### src/rtl/rr_arb_pkg.sv
// Shared types and helpers for the one-hot round-robin arbiter.
// The helpers work on a fixed wide vector so any arbiter width up to
// RR_MAX_N can use them; callers widen their inputs and narrow the results.
package rr_arb_pkg;

   localparam int RR_MAX_N    = 64;
   localparam int RR_MAX_ID_W = $clog2(RR_MAX_N);

   typedef logic [RR_MAX_N-1:0] rr_vec_t;

   // Arbiter control state: either nothing is granted or one requester owns the resource
   typedef enum logic {
      IDLE  = 1'b0,
      GRANT = 1'b1
   } rr_state_e;

   // Rotate the low n bits of v left by one position, bit n-1 wrapping to bit 0
   function automatic rr_vec_t rotl1(input rr_vec_t v, input int n);
      rr_vec_t r;
      r = '0;
      for (int i = 0; i < RR_MAX_N; i++) begin
         if (i < n) begin
            r[(i + 1) % n] = v[i];
         end
      end
      return r;
   endfunction

   // Binary index of the set bit in a one-hot vector; zero for an all-zero vector
   function automatic logic [RR_MAX_ID_W-1:0] onehot2bin(input rr_vec_t v);
      logic [RR_MAX_ID_W-1:0] b;
      b = '0;
      for (int i = 0; i < RR_MAX_N; i++) begin
         if (v[i]) begin
            b = b | RR_MAX_ID_W'(i);
         end
      end
      return b;
   endfunction

endpackage

### src/rtl/rr_pick.sv
// Circular priority pick: the first requester at or above the one-hot
// priority position wins, wrapping from the top bit back to bit 0.
module rr_pick #(
   parameter int N = 8
) (
   input  logic [N-1:0] req_i,
   input  logic [N-1:0] prio_i,
   output logic [N-1:0] winner_o,
   output logic         found_o
);

   logic [2*N-1:0] masked;
   logic [2*N-1:0] isolated;

   // The lower copy only keeps requests at or above the priority bit; the upper
   // copy holds every request so a scan that runs past the top wraps naturally.
   // Isolating the lowest set bit of the doubled vector gives the circular winner.
   always_comb begin
      masked   = {req_i, req_i & ~(prio_i - N'(1))};
      isolated = masked & (~masked + (2*N)'(1));
      winner_o = isolated[N-1:0] | isolated[2*N-1:N];
      found_o  = |req_i;
   end

endmodule

### src/rtl/one_hot_rr_arbiter.sv
// Round-robin arbiter sharing one resource among N requesters. A one-hot
// priority pointer rotates past each released or pre-empted winner, grants
// are held while the owner keeps requesting, and a hold timeout forces the
// resource to move on after MAX_HOLD consecutive cycles.
module one_hot_rr_arbiter
   import rr_arb_pkg::*;
#(
   parameter int N        = 8,
   parameter int MAX_HOLD = 16,
   parameter int ID_W     = $clog2(N),
   parameter int HOLD_W   = (MAX_HOLD > 0) ? $clog2(MAX_HOLD + 1) : 1
) (
   input  logic            clock,
   input  logic            reset,
   input  logic            enable,
   input  logic [N-1:0]    req,
   output logic [N-1:0]    grant,
   output logic            grant_valid,
   output logic [ID_W-1:0] grant_id,
   output logic [N-1:0]    prio,
   output logic            timeout
);

   localparam logic [HOLD_W-1:0] HoldLast = HOLD_W'((MAX_HOLD > 0) ? MAX_HOLD - 1 : 0);

   rr_state_e       state_q, state_d;
   logic [N-1:0]    grant_q, grant_d;
   logic [ID_W-1:0] id_q, id_d;
   logic [N-1:0]    prio_q, prio_d;
   logic [HOLD_W-1:0] hold_q, hold_d;
   logic            timeout_q, timeout_d;

   logic            ownReq;
   logic            holdExpired;
   logic            keepGrant;
   logic            moving;
   logic [N-1:0]    rotGrant;
   logic [N-1:0]    pickPrio;
   logic [N-1:0]    winner;
   logic            found;
   logic [ID_W-1:0] winnerId;

   // Decide whether the current owner keeps the resource this edge, and work out
   // the rotated pointer the re-pick must use when it does not. The picker sees
   // the rotated pointer on a release/timeout edge so newcomers compete fairly.
   always_comb begin
      ownReq      = |(req & grant_q);
      holdExpired = (MAX_HOLD != 0) && (hold_q == HoldLast);
      keepGrant   = ownReq && !holdExpired;
      moving      = (state_q == GRANT) && !keepGrant;
      rotGrant    = N'(rotl1(RR_MAX_N'(grant_q), N));
      pickPrio    = moving ? rotGrant : prio_q;
      winnerId    = ID_W'(onehot2bin(RR_MAX_N'(winner)));
   end

   rr_pick #(
      .N(N)
   ) u_pick (
      .req_i   (req),
      .prio_i  (pickPrio),
      .winner_o(winner),
      .found_o (found)
   );

   // Next-state logic: issue from IDLE, then in GRANT either hold (counting
   // cycles) or hand over on release/timeout with a same-edge re-pick, dropping
   // back to IDLE when nothing can be granted or new grants are disabled.
   always_comb begin
      state_d   = state_q;
      grant_d   = grant_q;
      id_d      = id_q;
      prio_d    = prio_q;
      hold_d    = hold_q;
      timeout_d = 1'b0;
      case (state_q)
         IDLE: begin
            hold_d = '0;
            if (enable && found) begin
               grant_d = winner;
               id_d    = winnerId;
               state_d = GRANT;
            end
         end
         GRANT: begin
            if (keepGrant) begin
               if (MAX_HOLD != 0) begin
                  hold_d = hold_q + HOLD_W'(1);
               end
            end else begin
               timeout_d = ownReq;
               prio_d    = rotGrant;
               hold_d    = '0;
               if (enable && found) begin
                  grant_d = winner;
                  id_d    = winnerId;
               end else begin
                  grant_d = '0;
                  id_d    = '0;
                  state_d = IDLE;
               end
            end
         end
         default: begin
            state_d = IDLE;
            grant_d = '0;
            id_d    = '0;
            hold_d  = '0;
         end
      endcase
   end

   // State register with synchronous reset; reset drops any grant silently and
   // returns the priority pointer to bit 0.
   always_ff @(posedge clock) begin
      if (reset) begin
         state_q   <= IDLE;
         grant_q   <= '0;
         id_q      <= '0;
         prio_q    <= N'(1);
         hold_q    <= '0;
         timeout_q <= 1'b0;
      end else begin
         state_q   <= state_d;
         grant_q   <= grant_d;
         id_q      <= id_d;
         prio_q    <= prio_d;
         hold_q    <= hold_d;
         timeout_q <= timeout_d;
      end
   end

   // Registered outputs straight from state
   always_comb begin
      grant       = grant_q;
      grant_valid = |grant_q;
      grant_id    = id_q;
      prio        = prio_q;
      timeout     = timeout_q;
   end

endmodule

### config.mk
export PLATFORM = sky130hd
export DESIGN_NAME = one_hot_rr_arbiter
export DESIGN_NICKNAME = d
export VERILOG_FILES = /design/src/rtl/rr_arb_pkg.sv /design/src/rtl/rr_pick.sv /design/src/rtl/one_hot_rr_arbiter.sv
export SDC_FILE = /design/constraint.sdc
export NUM_CORES = 1
export LEC_CHECK = 0
export CAP_MARGIN = 20
export CORE_UTILIZATION = 39
export DETAILED_ROUTE_END_ITERATION = 10
export REMOVE_ABC_BUFFERS = 1
export SYNTH_ARGS = -nofsm -noshare
export SYNTH_HDL_FRONTEND = slang
export SYNTH_SLANG_ARGS = --single-unit
### constraint.sdc
create_clock -name clock -period 5.9 [get_ports clock]
set_input_delay 1.18 -clock clock [delete_from_list [all_inputs] [get_ports clock]]
set_output_delay 1.18 -clock clock [all_outputs]
set_load 0.01 [all_outputs]
==> metrics, run 1 <==
Post-CTS Hold Buffers=0; total CTS buffers=3; chip width=between 60 and 70 um; Final Hold Viols=0; CP max stage delay=around 0.52 ns; CORE AREA=0.00409 mm2; Starting Density=41.2%; I/O Buffers=31; total chip power=448 uW; CTS sink cnt=26; Final min period=between 4 and 5 ns; relative slew slack=about two fifths; worst IR drop on VDD=about 0.000081 V; # setup viols final=0; DR vias=between 1500 and 2000; ant diodes=0; RSZ-0062 raised after global routing=false; synth cell count leaders=dfxtp_1, nand2_1, a21oi_1, nor2_1; post-CTS setup buffers=0; WL final=approximately 4.6 mm; Synth Warn #=0; worst min-delay path class=flip-flop to flip-flop; clock latency on the worst-skew pair=0.27 ns; dpl hpwl=between 3 and 4 mm; Max Freq=roughly 0.20 GHz; vias in the first global route=1563; fraction of final layout cells sized beyond drive strength 1=under 10%; Fill cells=slightly above 400; largest net degree at the start of global routing=24; Setup TNS=0 ns; post-synthesis sequential area ratio=a little under a third; final worst path period share=a little over four fifths; combinational family with the most area after synthesis=compound AO/OA/AOI/OAI gates; asr flop ratio synth=0%; Final Skew=0.00348 ns; Area growth syn-to-layout=23.1%; root buffer cell=clkbuf_8; startpoint types=input pin; worst path required time=6.08 ns; pwr dens=between 200 and 250 mW/mm2; Die Ht=around 68 um; Critical-path top delay cell=clkdlybuf4s50_1; htree depth=1; total global routing overflow=0; Max Root-Sink Buffers=2; Cell variety after synth=between 50 and 60; Adder-Cell Fraction of Synth Area=between 2 and 2.5%; mux cell area share after synthesis=2.67%; # resized after CTS=0; crit-path cells=clkdlybuf4s50_1 -> a22o_1 -> o41ai_1 -> nand2_1 -> buf_4 -> mux2i_1 -> ha_1 -> inv_1 -> or3_1 -> o2111ai_1 -> o31ai_2 -> or3_1 -> o31ai_2 -> a221oi_1 -> a211oi_2; 1st-iter DRT viols=a little under 70; GPL Wtd Cong=just under 1; Worst-path clk slew=around 0.090 ns; leakage=0.000745 uW; die area=0.00459 mm2; data arrival time of the worst path=roughly 5 ns; crit path kind=input pin to flip-flop; Post-synth EDFFs=0; gr usage total=roughly 22%; antenna violations before repair=0; drc violations=0; synthesized netlist cell count=approximately 200; Final Max Slew Viols=0; remaining antenna violation count after routing=0; worst slew pin tran=between 0.8 and 0.9 ns; Critical Path Fanout Max=19; Crit. End Element=flip-flop; Compound-Gate Fraction of Synth Area=28.5%; mapped cell area=between 0.0015 and 0.002 mm2; status=finished, final reports clean; DR pass1 iterations=4; simple-gate area share of the yosys netlist=~27%; I/O pin cnt=32; Synth area leader=dfxtp_1; top_reg_cell synth=dfxtp_1; synth top area cells=dfxtp_1, nand2_1, a21oi_1; Yosys top cell area share=a little under a third; global-route wire length before repair=7.52 mm; CTS tree=built; num rows=23; #FFs+latches synth=26; via-per-instance ratio=slightly below 6; WL per Instance=approximately 16 um; Max-Cap Viols=0; xor/xnor share of the synthesized area=between 3 and 4%; Post-Syn Area per Cell=8.26 um2; Total Nets Final=roughly 250
cell families (layout without fill, tap and decap cells):
family	Yosys count	after routing
flip-flops	26	26
buffers and inverters	18	46
XOR/XNOR	7	7
adder cells (fa/ha/maj)	3	3
multiplexers	4	4
AND/OR/NAND/NOR	87	87
AO/OA/AOI/OAI	59	59
cell usage in the layout (no fill, tap or decap), drive strengths merged, types with 2 or more instances in the layout:
cell type / instances
clkdlybuf4s50: 31
nand2: 26
dfxtp: 26
a21oi: 16
nor2: 14
nand3: 11
inv: 10
or3: 10
o21ai: 7
o31ai: 7
nor3: 6
o211ai: 5
a22o: 4
nand2b: 4
xnor2: 4
clkbuf: 4
or4: 4
and3: 3
xor2: 3
nor3b: 3
a31oi: 3
ha: 3
o41ai: 3
mux2i: 3
nor2b: 2
o2111ai: 2
a221oi: 2
a41oi: 2
metal layers:
metal / GRT usage (%) / routed length [um] / vias to the layer above
li1: - / - / 815
met1: 29.0 / 2110 / 790
met2: 36.6 / 2200 / 60
met3: 3.21 / 257 / 6
met4: 6.65 / 53 / 0
met5: 0 / 0 / -
power by group:
part	internal, uW	switching (uW)
registers	182	8.47
clock network	59.7	55.9
logic	60.7	81.5
total	302	146
state kept, by name, indices dropped and copies added (netlist names):
register and flops:
state_q 1, grant_id 3, prio 8, timeout 1, grant 8, hold_q 5
critical path: cells and delay by family:
kind | cells | cell delay, ns
AO/OA/AOI/OAI | 7 | 1.78
adder cells (fa/ha/maj) | 1 | 0.23
buffers and inverters | 3 | 0.85
multiplexers | 1 | 0.22
AND/OR/NAND/NOR | 3 | 0.85
metrics by stage:
step                util, %  hold WS [ns]  instances  setup WS (ns)  area [um2]
floorplan                 -         0.418        196           1.33        1640
global placement       49.4         0.431        278          0.926        2020
detailed placement     49.4         0.460        278          0.760        2020
CTS                    50.7         0.481        282           1.02        2070
global route           50.7         0.493        282          0.768        2070
finish                 50.7         0.473        282          0.948        2070
final cells by class:
cell class,count,area (um2),area share [%]
Multi-Input combinational cell,160,1080,52.1
Sequential cell,26,520,25.1
Timing Repair Buffer,32,318,15.3
Tap cell,50,62.6,3.02
Clock buffer,4,55.1,2.66
Inverter,10,37.5,1.81
final timing paths:
path                   from     endpoint  slack [ns]  cells after the start
setup / recovery     req[4]  grant_id[1]        0.95                     15
hold reg to reg   hold_q[0]    hold_q[0]        0.47                      1
hold / removal    hold_q[0]    hold_q[0]        0.47                      1
setup reg to reg  hold_q[0]  grant_id[1]        2.00                     17
Power figures use the tool's default switching activity.
==> inputs of run 2 (changes only) <==
- clock period: 5.9 -> 4.8 ns (I/O delays scaled with it)
==> run 2 against run 1 <==
  * Global-route usage rose by 1.1 points
  * Via count rose by 2.5%
  * Sequential power is 23% higher
  * Clock power rose by 62%
  * Hold slack got worse by 0.0077 ns
  * Routed wire length is 5.2% higher
  * Count of clock-buffer cells in the layout is 1 lower
  * Die area is the same
  * Register-to-register slack lost 1.1 ns
  * Sequential share of layout area decreased by 1.2 points
  * Non-clock buffer count grew 9
  * Critical endpoint unchanged
  * Largest cell class unchanged
==> metrics, run 2 (same netlist as run 1, synthesis figures left out) <==
total CTS buffers=3; gr usage total=23.1%; Area growth syn-to-layout=29.0%; pwr dens=between 200 and 300 mW/mm2; drc violations=0; fraction of final layout cells sized beyond drive strength 1=14.5%; vias in the first global route=1588; Max-Cap Viols=0; non-filler cells in the finished layout=between 200 and 300; sequential share of power=38.3%; via-per-instance ratio=between 5 and 6; # setup viols final=0; design area=0.00217 mm2; DR pass1 iterations=4; root buffer cell=clkbuf_8; leakage=around 0.0008 uW; Critical Path Fanout Max=5; worst IR drop on VDD=0.000273 V; WL per Instance=16.7 um; Total Nets Final=256; worst slew pin tran=between 0.9 and 1 ns; num rows=23; I/O Buffers=31; Final min period=~4.6 ns; htree depth=1; Fin Hold WS=roughly 0.47 ns; CP max stage delay=between 0.4 and 0.5 ns; Worst-path clk slew=0.10 ns; Final Max Slew Viols=0; met2 routed WL=2.26 mm; Met1 Wirelength=between 2 and 2.5 mm; post-CTS setup buffers=0; clock power share=30.9%; Final Skew=0.00909 ns; worst path required time=5.00 ns; global-route wire length before repair=between 7 and 8 mm; startpoint types=input pin; Worst Hold Depth=1; status=finished, final reports clean; worst min-delay path class=flip-flop to flip-flop; most common cell after layout, fill and taps aside=clkdlybuf4s50_1; total net switching power=~190 uW; Register-to-Register Path Depth=17; met3 routed WL=roughly 280 um; Logic pwr share=between 30% and 40%; Max Root-Sink Buffers=2; data arrival time of the worst path=about 4.8 ns; CTS tree=built; Max Freq=roughly 0.22 GHz; CORE AREA=approximately 0.0041 mm2; crit path kind=input pin to flip-flop; final worst path period share=94.8%; most frequent cells in the layout=clkdlybuf4s50_1, nand2_1, dfxtp_1, a21oi_1, nor2_1; ant diodes=0; GPL Wtd Cong=~0.94; die area=between 0.004 and 0.005 mm2; dpl cell area=roughly 0.0021 mm2; antenna violations before repair=0; remaining antenna violation count after routing=0; Fill cells=383; Starting Density=between 40% and 50%; Critical-path top delay cell=clkdlybuf4s50_1; Final Hold Viols=0; I/O pin cnt=32; Die Ht=67.7 um; dpl cells=approximately 290; end-of-flow core utilization=a little over half; 1st-iter DRT viols=133; largest net degree at the start of global routing=24; RSZ-0062 raised after global routing=false; Internal Power=417 uW; Crit. End Element=flip-flop; Sw Ratio=a little under a third; Setup TNS=0 ns; crit-path cells=clkdlybuf4s50_1 -> a22o_1 -> o41ai_2 -> nand2_1 -> mux2_2 -> inv_1 -> ha_1 -> inv_1 -> or3_1 -> o2111ai_1 -> o31ai_2 -> or3_1 -> o31ai_2 -> a221oi_1 -> a211oi_2; total global routing overflow=0; chip width=around 68 um; DR vias=approximately 1700; top layer in use=met4; dpl hpwl=about 3.7 mm; clock latency on the worst-skew pair=about 0.28 ns; CTS sink cnt=26; WL final=between 4 and 5 mm; relative slew slack=about two fifths
==> run 2: cell types whose count changed in the layout (fill, tap and decap cells not counted), sizes merged <==
cell,previous run,this run
buf,1,10
clkbuf,4,3
bufinv,0,1
==> run 2: repair_timing <==
item	CTS	global route
resized for setup	0	3
endpoints found under the setup margin	0	1
hold buffers	0	0
==> run 2: critical path: cells and delay by family <==
| kind | cells | cell delay [ns] |
|---|---|---|
| adder cells (fa/ha/maj) | 1 | 0.22 |
| AND/OR/NAND/NOR | 3 | 0.92 |
| multiplexers | 1 | 0.32 |
| buffers and inverters | 3 | 0.61 |
| AO/OA/AOI/OAI | 7 | 1.71 |
==> run 2: final timing paths <==
check / startpoint / to / slack, ns
min: hold_q[0] / hold_q[0] / 0.47
max: req[4] / grant_id[1] / 0.25
min reg2reg: hold_q[0] / hold_q[0] / 0.47
max reg2reg: hold_q[0] / grant_id[1] / 0.88
==> run 2: power groups by stage <==
stage / Combinational (uW) / Sequential, uW / Clock (uW)
after floorplan: 110 / 239 / 0
after global placement: 181 / 238 / 0
after detailed placement: 182 / 238 / 0
after CTS: 184 / 233 / 192
after global routing: 204 / 235 / 202
final: 188 / 234 / 188
==> run 2: cell type report <==
class / count / area, um2 / area share [%]
clock buffers: 3 / 41.3 / 1.90
repair buffers: 41 / 385 / 17.7
multi-input cells: 160 / 1100 / 50.4
clock inverters: 1 / 30.0 / 1.38
inverters: 10 / 37.5 / 1.73
flip-flops and latches: 26 / 520 / 23.9
well taps: 50 / 62.6 / 2.88
==> run 2: metal layers <==
metal	vias up	GRT usage, %
met4	0	8.24
met2	65	35.9
met3	11	4.90
li1	834	-
met5	-	0
met1	803	31.2
==> run 2: stage by stage <==
stage	power, uW	setup WS, ns
finish	610	0.250
global route	641	0.122
CTS	609	0.218
detailed placement	421	-0.0370
global placement	419	0.114
floorplan	349	0.452
